File: src/rtl/timer_entry.sv
// Microwave timer keypad entry: debounced digit capture into a three-digit buffer and a validated load strobe.
// Build option: define TIMER_ENTRY_LOCK_EN to ignore further keys once three digits are held.
module timer_entry #(
   parameter int DEBOUNCE_CYCLES = 4
) (
   input  logic       clk,
   input  logic       clrn,
   input  logic [9:0] keys,
   input  logic       start,
   input  logic       cancel,
   input  logic       entry_en,
   output logic [3:0] sec_ones,
   output logic [3:0] sec_tens,
   output logic [3:0] mins,
   output logic       loadn,
   output logic       err,
   output logic [1:0] dbg_state
);
   // No valid/ready handshakes here: keys/start/cancel are levels sampled on every rising edge,
   // and loadn/err are registered single-cycle strobes toward the counter chain.

   typedef enum logic [1:0] {
      IDLE     = 2'd0,
      DEBOUNCE = 2'd1,
      HELD     = 2'd2,
      LOAD     = 2'd3
   } state_t;

`ifdef TIMER_ENTRY_LOCK_EN
   localparam bit LOCK_EN = 1'b1;
`else
   localparam bit LOCK_EN = 1'b0;
`endif

   // db_cnt counts samples already taken, so the accepting edge is the one that sees DB_LAST.
   localparam logic [3:0] DB_LAST = 4'(DEBOUNCE_CYCLES - 1);

   state_t     state_q, state_d;
   logic [9:0] code_q, code_d;
   logic [3:0] db_cnt_q, db_cnt_d;
   logic [1:0] count_q, count_d;
   logic [3:0] ones_q, ones_d;
   logic [3:0] tens_q, tens_d;
   logic [3:0] mins_q, mins_d;
   logic       start_q;
   logic       loadn_q, loadn_d;
   logic       err_q, err_d;
   logic       start_rise;
   logic       key_onehot;
   logic       buf_zero;
   logic       tens_bad;
   logic       do_shift;
   logic [3:0] key_digit;

   assign start_rise = start & ~start_q;
   assign key_onehot = (keys != 10'd0) && ((keys & (keys - 10'd1)) == 10'd0);
   assign buf_zero   = (ones_q == 4'd0) && (tens_q == 4'd0) && (mins_q == 4'd0);
   assign tens_bad   = (tens_q > 4'd5);

   always_comb begin
      key_digit = 4'd0;
      for (int i = 0; i < 10; i++) begin
         if (keys[i]) key_digit = 4'(i);
      end
   end

   always_ff @(posedge clk or negedge clrn) begin
      if (!clrn) state_q <= IDLE;
      else       state_q <= state_d;
   end

   always_comb begin
      state_d  = state_q;
      code_d   = code_q;
      db_cnt_d = db_cnt_q;
      count_d  = count_q;
      ones_d   = ones_q;
      tens_d   = tens_q;
      mins_d   = mins_q;
      do_shift = 1'b0;
      if (cancel) begin
         state_d  = IDLE;
         db_cnt_d = 4'd0;
         count_d  = 2'd0;
         ones_d   = 4'd0;
         tens_d   = 4'd0;
         mins_d   = 4'd0;
      end else begin
         case (state_q)
            IDLE: begin
               // A start edge takes the cycle even when it is refused or ignored.
               if (entry_en && start_rise) begin
                  if (!tens_bad && !buf_zero) state_d = LOAD;
               end else if (entry_en && key_onehot) begin
                  code_d = keys;
                  if (DEBOUNCE_CYCLES == 1) begin
                     do_shift = 1'b1;
                     state_d  = HELD;
                     db_cnt_d = 4'd0;
                  end else begin
                     state_d  = DEBOUNCE;
                     db_cnt_d = 4'd1;
                  end
               end
            end
            DEBOUNCE: begin
               if ((keys != code_q) || !entry_en) begin
                  state_d  = IDLE;
                  db_cnt_d = 4'd0;
               end else if (db_cnt_q == DB_LAST) begin
                  do_shift = 1'b1;
                  state_d  = HELD;
                  db_cnt_d = 4'd0;
               end else begin
                  db_cnt_d = db_cnt_q + 4'd1;
               end
            end
            HELD: begin
               if (keys == 10'd0) state_d = IDLE;
            end
            LOAD: begin
               state_d = IDLE;
               count_d = 2'd0;
               ones_d  = 4'd0;
               tens_d  = 4'd0;
               mins_d  = 4'd0;
            end
            default: state_d = IDLE;
         endcase
         if (do_shift && !(LOCK_EN && (count_q == 2'd3))) begin
            mins_d = tens_q;
            tens_d = ones_q;
            ones_d = key_digit;
            if (count_q != 2'd3) count_d = count_q + 2'd1;
         end
      end
   end

   always_comb begin
      loadn_d = (state_d != LOAD);
      err_d   = !cancel && (state_q == IDLE) && entry_en && start_rise && tens_bad;
   end

   always_ff @(posedge clk or negedge clrn) begin
      if (!clrn) begin
         code_q   <= 10'd0;
         db_cnt_q <= 4'd0;
         count_q  <= 2'd0;
         ones_q   <= 4'd0;
         tens_q   <= 4'd0;
         mins_q   <= 4'd0;
         start_q  <= 1'b0;
         loadn_q  <= 1'b1;
         err_q    <= 1'b0;
      end else begin
         code_q   <= code_d;
         db_cnt_q <= db_cnt_d;
         count_q  <= count_d;
         ones_q   <= ones_d;
         tens_q   <= tens_d;
         mins_q   <= mins_d;
         start_q  <= start;
         loadn_q  <= loadn_d;
         err_q    <= err_d;
      end
   end

   assign sec_ones  = ones_q;
   assign sec_tens  = tens_q;
   assign mins      = mins_q;
   assign loadn     = loadn_q;
   assign err       = err_q;
   assign dbg_state = state_q;

endmodule

File: config.mk
export PLATFORM = sky130hd
export DESIGN_NAME = timer_entry
export DESIGN_NICKNAME = d
export VERILOG_FILES = /design/src/rtl/timer_entry.sv
export SDC_FILE = /design/constraint.sdc
export NUM_CORES = 1
export LEC_CHECK = 0
export ABC_AREA = 1
export BUFFER_PORTS_ARGS = -buffer_cell sky130_fd_sc_hd__buf_2
export CORE_ASPECT_RATIO = 0.6
export CORE_MARGIN = 4
export CORE_UTILIZATION = 40
export DETAILED_ROUTE_END_ITERATION = 8
export PLACE_DENSITY_LB_ADDON = 0.05
export SKIP_CTS_REPAIR_TIMING = 1
export SLEW_MARGIN = 20
export SYNTH_ARGS = -nofsm -noshare
export SYNTH_HDL_FRONTEND = slang
export SYNTH_SLANG_ARGS = --single-unit
File: constraint.sdc
create_clock -name clk -period 2.6 [get_ports clk]
set_clock_uncertainty 0.15 [all_clocks]
set_input_delay 0.39 -clock clk [delete_from_list [all_inputs] [get_ports clk]]
set_output_delay 0.39 -clock clk [all_outputs]
set_load 0.01 [all_outputs]
# Word-level counts from Yosys, hierarchy flattened
# Index checks and enable logic that the tools add are counted.
# Widths: inputs -> output; s select.
op_classes:
  shifts: 0
  add_sub_neg: 2
  bitwise_logic: 5
  div_mod_pow: 0
  eq_ne: 8
  multipliers: 0
  reduce_logical: 26
  order_cmp: 1
  n_mux: 34
ops:
  columns: ["cell", "count"]
  rows:
  - ["$mux 4", 17]
  - ["$logic_not 10->1", 2]
  - ["$mux 2", 9]
  - ["$logic_not 4->1", 3]
  - ["$and 10x10->10", 1]
  - ["$logic_and 1x1->1", 10]
  - ["$ne 10x10->1", 1]
  - ["$reduce_bool 10->1", 1]
  - ["$sub 10x1->10 const B", 1]
  - ["$pmux 2 s4", 1]
  - ["$pmux 4 s2", 1]
  - ["$ne 3x3->1 const B", 2]
  - ["$reduce_bool 3->1", 2]
  - ["$mux 1", 5]
  - ["$add 4x1->4 const B", 1]
  - ["$eq 2x2->1 const B", 2]
  - ["$eq 4x2->1 const B", 1]
  - ["$gt 4x3->1 const B", 1]
  - ["$logic_not 1->1", 4]
  - ["$reduce_and 4->1", 1]
  - ["$mux 3", 1]
  - ["$not 1->1", 3]
  - ["$reduce_and 3->1", 1]
  - ["$eq 2x1->1 const B", 1]
  - ["4 further kinds", 4]
word_totals:
  regBits: 31
  ramBits: 0
  input_bits: 15
  mem_count: 0
  elab_cells: 85
  mem_bits_ro: 0
  out_inout_bits: 16
  latchBits: 0

# Longest topological paths before layout
# Gate-level depths: netlist of the first run.
logic_depth:
  ltp_word: 11
  depth_mapped: 12
  depth_no_buf: 12

# Least setup slack after synthesis of the first run
# No wires, ideal clock.
synth_timing:
  path_type: "input port to flip-flop"
  start: "in keys[3]"
  end: "reg code_q[4]"
  slack_ns: 0.994
  arrival_time_ns: 1.330
  n_path_buf: 1
  setup_time_ns: 0.126
  cell_stages: 9
  required_ns: 2.324
  path_cell_list: "nor2_1 -> nand2_2 -> o21ai_0 -> nand2_1 -> nor2_2 -> nand2_2 -> nor2_4 -> buf_6 -> o21ai_0"
synth_via:
  elab_chain_cells: 6
  elab_cells_between_ends: 7
  classes_between: "add/sub: 1; bitwise: 1; reduce/logical: 5"
synth_rtl:
  columns: ["element", "line", "source"]
  rows:
  - ["from (decl)", "8", "input logic [9:0] keys,"]
  - ["$sub 10x1->10", "56", "assign key_onehot = (keys != 10'd0) && ((keys & (keys - 10'd1)) == 10'd0);"]
  - ["$and 10x10->10", "56", null]
  - ["$logic_not 10->1", "56", null]
  - ["$logic_and 1x1->1 (*)", "56", null]
  - ["$logic_and 1x1->1 (*)", "94", "end else if (entry_en && key_onehot) begin"]
  - ["$reduce_and 4->1 (no source line) (*)", null, null]
  - ["to (signal assigned)", "156", "code_q <= code_d;"]
  - ["to (decl)", "39", "logic [9:0] code_q, code_d;"]
# Every way passes the cells marked *; elsewhere a longest branch is shown, timed or not.
# A chain may end at the register's enable or synchronous reset.

# Worst setup path after layout of the first run
layout_timing:
  start: "in keys[3]"
  end: "reg code_q[6]"
# Same word-level chain as after synthesis.

==> flow_summary.json, run 1 <==
{
  "outcome": "finished, final reports clean",
  "drv_slew": 0,
  "ioPinCount": 31,
  "via_count": 1787,
  "synthesis.area_mm2": 0.00186,
  "worst_ep_arrival_time_ns": 1.83,
  "yosys.area_share.simple_pct": 40.2,
  "row_count": 18,
  "reg2reg_depth": 7,
  "area_growth_pct": 16.9,
  "synthAdderAreaFrac_pct": 0.674,
  "r2r-end": "sec_ones[3]",
  "drcViolationCount": 0,
  "port_buffers": 30,
  "grt_max_degree": 32,
  "ys_ff_latch": 31,
  "cts.htree.levels": 2,
  "synth_nets": 291,
  "die_h_um": 60.8,
  "critPathLaunchType": "input pin",
  "post-route-period-util_pct": 70.6,
  "r2r_start": "dbg_state[1]",
  "tns_ns": 0,
  "ant_nets": 0,
  "cts.sinks": 31,
  "cts_tree": "yes",
  "synth_xor_area_share_pct": 1.42,
  "hold_violations": 0,
  "rsz0062_at_grt": "false",
  "n_antenna_cell": 0,
  "wl_um": 4850,
  "synth_cell_type_count": 24,
  "drive_gt1_share_pct": 15.8,
  "hold_class": "input pin to asynchronous set/reset pin",
  "startpoint": "keys[3]",
  "vdd_ir_drop_max_uv": 215,
  "cts_buffer_depth": 2,
  "avgSynthCellArea_um2": 6.75,
  "syn_inst": 275,
  "r2r_setup_slack_ns": 0.87,
  "via_per_inst": 4.83,
  "synth_seq_area_share_pct": 41.9,
  "numCtsBuffers": 5,
  "overflow": 0,
  "core_mm2": 0.00428,
  "whs_ns": 0.00711,
  "worstSetupEndpoint": "code_q[6]",
  "gp_congestion": 0.913,
  "grt_pass1_wl_um": 7870,
  "p_per_area_mw_per_mm2": 500,
  "drtPass1Iterations": 5,
  "end_kind": "flop",
  "yosys_warnings": 0,
  "drt-initial-drc-count": 175,
  "fin_nets": 325,
  "fin_crit_ns": 1.84,
  "antenna_found_initial": 0,
  "start_util_pct": 43.4,
  "dieWidth_um": 95.9,
  "tightest_slew_ns": 0.920,
  "die-area_mm2": 0.00583,
  "setup_viol": 0,
  "grt_pass1_vias": 1539,
  "route.detailed.wl_per_inst_um": 13.1,
  "crit_fanout": 20,
  "synth_top_family_by_area": "simple AND/OR/NAND/NOR gates",
  "synth_compound_area_share_pct": 7.08,
  "fillers": 464,
  "hpwl_um": 3780,
  "cp.required_ns": 2.60,
  "synthMuxAreaShare_pct": 0,
  "grt.total_usage_pct": 18.1,
  "path_clk_slew_ns": 0.08,
  "drv_cap": 0,
  "worstSetupPathType": "input pin to flop",
  "cellLeakagePower_nw": 1.23,
  "clock.fmax_mhz": 545,
  "root_buffer": "clkbuf_8",
  "worstSkewPairLatency_ns": 0.29,
  "slew_headroom_pct": 38.7
}
logic make-up (layout without fill, tap and decap cells):
| family | Yosys count | count (layout) |
|---|---|---|
| DFF | 31 | 31 |
| and+or+nand+nor | 176 | 176 |
| adders and majority gates | 1 | 1 |
| buffers and inverters | 39 | 74 |
| xor gates and xnor gates | 3 | 3 |
| AOI/OAI and AO/OA | 25 | 25 |
how the worst min path moves through the flow:
stage	from	cells past startpoint	end	slack, ns
after floorplan	clrn	0	code_q[0]	-0.06
after global placement	clrn	1	code_q[6]	0.34
after detailed placement	clrn	1	code_q[6]	0.34
after CTS	clrn	1	dbg_state[1]	0.02
after global routing	clrn	1	err	0.04
final	clrn	1	err	0.007
registers in the layout, summed over array words and instances, names as in the netlist:
register   count
sec_ones       4
mins           4
db_cnt_q       4
dbg_state      2
err            1
start_q        1
loadn          1
sec_tens       4
code_q        10
through the flow:
step	total power [mW]	utilization (%)	std cells	area, um2	setup WS, ns
after floorplan	0.566	-	275	1860	0.994
after global placement	0.615	48.1	362	2060	0.483
after detailed placement	0.615	48.1	362	2060	0.468
after CTS	1.10	50.7	370	2170	0.771
after global routing	1.14	50.7	370	2170	0.571
final	1.08	50.7	370	2170	0.764
routing by layer:
layer / vias to the layer above / wire [um] / GRT usage [%]
met4: 0 / 20 / 4.86
met2: 51 / 1770 / 21.3
met1: 799 / 2710 / 30.4
met3: 2 / 347 / 5.20
li1: 935 / - / -
met5: - / 0 / 0
layout by cell type, fill, tap and decap left out, drive strengths merged:
cell type and n:
dfrtp 30, a21oi 7, nand3 28, ha 1, nand4 5, clkbuf 5
inv 35, nor3 5, nand2 100, o21ai 17, nand3b 1, nor2 35
dfstp 1, clkinv 2, nor4 2, o31ai 1, xor2 3, bufinv 1
buf 31
final cells by class:
cell class	instances	area, um2	share of cell area [%]
flip-flops and latches	31	777	35.8
clock inverters	3	43.8	2.02
inverters	35	131	6.06
multi-input cells	205	916	42.2
well taps	60	75.1	3.46
repair buffers	31	158	7.27
clock buffers	5	68.8	3.17
synth_stat cells:
master    instances  area share (%)
inv_2             1            0.20
nand2_2           2            0.67
o31ai_1           1            0.40
nor2_2            4             1.3
buf_6             2             1.2
o21ai_0          11             3.0
dfstp_2           1             1.4
nand4_1           5             1.7
ha_1              1            0.67
a21oi_1           6             1.6
nand2_1          98              20
nor2_4            1            0.61
nor4_1            2            0.67
clkbuf_1          1            0.20
nand3b_1          1            0.40
nand3_1          28             7.6
a21oi_2           1            0.47
inv_1            34             6.9
buf_2             1            0.27
nor2_1           30             6.1
xor2_1            3             1.4
dfrtp_1          30              40
o21ai_1           6             1.6
nor3_1            5             1.3
worst max-delay path, stage by stage:
cell and delay (ns):
buf_2 0.13, nor2_1 0.21, nand2_2 0.12, o21ai_0 0.16
nand2_1 0.08, nor2_2 0.14, nand2_2 0.09, nor2_4 0.35
o21ai_0 0.15
power by group:
part           switching, mW  total [mW]  internal, mW
clock network          0.192       0.477         0.285
logic                 0.0782       0.110        0.0318
registers            0.00510       0.496         0.491
Power figures use the tool's default switching activity.
==> run 2: changes to the inputs <==
ABC_AREA = 0   (was 1)
clock period = 1.6 ns   (was 2.6 ns; I/O delays follow)
==> run 2 against run 1 <==
Flip-flop and latch count unchanged. Critical path depth decreased by 1. Count of clock-buffer cells in the layout increased by 2. Die area decreased by 7.7%. Synthesized area decreased by 8.6%. Clock power increased by 23%. Global-route usage decreased by 0.79 points. Cell area increased by 12%. The flow now finishes with violations (setup timing). Utilization increased by 8.7 points. Critical path type is now flop to flop.
==> flow_summary.json, run 2 <==
{
  "outcome": "complete, but fails checks",
  "failed_checks": "setup timing",
  "grt_pass1_wl_um": 7200,
  "cts_tree": "yes",
  "wl_um": 4360,
  "fin_crit_ns": 1.99,
  "worstSkewPairLatency_ns": 0.28,
  "n_antenna_cell": 0,
  "reg2reg_depth": 8,
  "cts_buffer_depth": 2,
  "power_mw": 1.61,
  "synth_nets": 173,
  "yosysMostFrequentCell": "dfrtp_1",
  "synth.top_cells.by_area": "dfrtp_1 44%, mux2_4 7.1%, a22o_1 5.2%",
  "root_buffer": "clkbuf_8",
  "place_ws_ns": -0.659,
  "row_count": 18,
  "dieWidth_um": 92.1,
  "cts.htree.levels": 2,
  "rsz0062_at_grt": "true",
  "crit_fanout": 12,
  "ioPinCount": 31,
  "port_buffers": 30,
  "hold_class": "input pin to flop",
  "area_growth_pct": 43.6,
  "vdd_ir_drop_max_uv": 401,
  "synthesis.area_mm2": 0.00170,
  "synthArstFlopShare_pct": 100,
  "ys_ff_latch": 31,
  "synth_common_cells": "30 x dfrtp_1, 10 x a22o_1, 10 x nor2_1",
  "critPathLaunchType": "flop",
  "via_per_inst": 5.03,
  "setup_viol": 28,
  "synth_seq_area_share_pct": 45.8,
  "drv_slew": 0,
  "crit_buf_inv": 2,
  "p_per_area_mw_per_mm2": 661,
  "route.detailed.wl_per_inst_um": 14.7,
  "cp_common_cell": "buf_4",
  "synth_ff_type": "dfrtp_1",
  "hold_violations": 0,
  "hold_path_depth": 2,
  "fin_nets": 252,
  "avgSynthCellArea_um2": 10.8,
  "drtPass1Iterations": 4,
  "syn_inst": 157,
  "overflow": 0,
  "drcViolationCount": 0,
  "start_util_pct": 41.4,
  "slowest_delay_ns": 0.39,
  "cp_top_family": "simple AND/OR/NAND/NOR gates",
  "path_clk_slew_ns": 0.06,
  "crit_chain": "xor2_1 > nor3_1 > buf_4 > nand4_1 > nor2b_2 > a31oi_1 > buf_4 > a22o_1",
  "clock.fmax_mhz": 503,
  "antenna_found_initial": 0,
  "final_cell_mix": "45 x buf_4, 30 x dfrtp_1, 29 x buf_2",
  "netlist.area_leader.share_pct": 44.3,
  "die-area_mm2": 0.00538,
  "final_common_cell": "buf_4",
  "slew_headroom_pct": 73.4,
  "min_to": "start_q",
  "grt.total_usage_pct": 17.3,
  "hpwl_um": 3330,
  "yosys_warnings": 0,
  "cellLeakagePower_nw": 1.20,
  "drive_gt1_share_pct": 48.1,
  "worstSetupPathType": "flop to flop",
  "r2r_start": "code_q[8]",
  "yosysTopAreaCell": "dfrtp_1",
  "cts.sinks": 31,
  "min_from": "start",
  "core_mm2": 0.00410,
  "ant_nets": 0,
  "synth_edf_count": 0,
  "top_register": "code_q",
  "synth_cell_type_count": 45,
  "via_count": 1495,
  "utilization_pct": 59.4,
  "grt_pass1_vias": 1496,
  "cp.required_ns": 1.62,
  "drt-initial-drc-count": 64,
  "die_h_um": 58.4,
  "largest_register_ffs": 10,
  "gp_congestion": 0.845,
  "tightest_slew_ns": 0.399,
  "fin_ws_ns": -0.388,
  "numCtsBuffers": 5,
  "cp_slowest_cell": "dfrtp_1",
  "end_kind": "flop",
  "grt_max_degree": 32,
  "r2r_setup_slack_ns": -0.39,
  "cp.depth": 8,
  "r2r-end": "sec_tens[0]",
  "post-route-period-util_pct": 124,
  "drv_cap": 0,
  "worst_ep_arrival_time_ns": 2.01
}
==> run 2: where the power goes <==
| part | internal [mW] | switching [mW] |
|---|---|---|
| Clock | 0.305 | 0.281 |
| Combinational | 0.105 | 0.116 |
| Sequential | 0.795 | 0.00779 |
| Total | 1.20 | 0.405 |
==> run 2: how the worst max path moves through the flow <==
| stage | end | start | slack [ns] |
|---|---|---|---|
| after global routing | sec_tens[0] | code_q[8] | -0.47 |
| final | sec_tens[0] | code_q[8] | -0.39 |
| after global placement | code_q[0] | keys[0] | -0.62 |
| after CTS | sec_tens[0] | code_q[4] | -0.38 |
| after floorplan | code_q[1] | keys[0] | -0.49 |
| after detailed placement | code_q[0] | keys[0] | -0.66 |
==> run 2: per-layer routing <==
metal	wire length, um	share of wire [%]	vias to the layer above	GRT usage [%]
met2	1840	42	24	24.5
met4	49	1.1	0	5.71
li1	-	-	741	-
met5	0	0	-	0
met3	170	3.9	7	4.73
met1	2300	53	723	25.7
==> run 2: cell type report <==
type,instances,area [um2]
Fill cell,366,1660
Multi-Input combinational cell,112,945
Sequential cell,31,777
Timing Repair Buffer,78,527
Clock buffer,7,76.3
Tap cell,60,75.1
Inverter,8,30.0
Clock inverter,1,5.00
==> run 2: kinds of logic after synthesis <==
family / count (synthesis) / synth area share [%]
fa+ha+maj: 1 / 0.738
mux: 10 / 8.41
flops: 31 / 45.8
buf+inv: 14 / 3.62
compound gates: 42 / 18.7
xor+xnor: 11 / 5.68
simple gates: 48 / 17.0
==> run 2: stage by stage <==
stage	std cells	setup TNS, ns	cell area [um2]	hold slack [ns]
final	297	-8.66	2430	0.0521
after global routing	297	-11.07	2430	0.0480
after CTS	295	-8.78	2330	-0.180
after detailed placement	287	-14.24	2240	0.131
after global placement	287	-13.21	2240	0.122
after floorplan	157	-7.63	1710	-0.206
==> run 2: worst register-to-register path: stages, from the launching register on <==
cell,delay (ns)
dfrtp_1,0.39
xor2_1,0.16
nor3_1,0.21
buf_4,0.16
nand4_1,0.13
nor2b_2,0.15
a31oi_1,0.10
buf_4,0.19
a22o_1,0.24
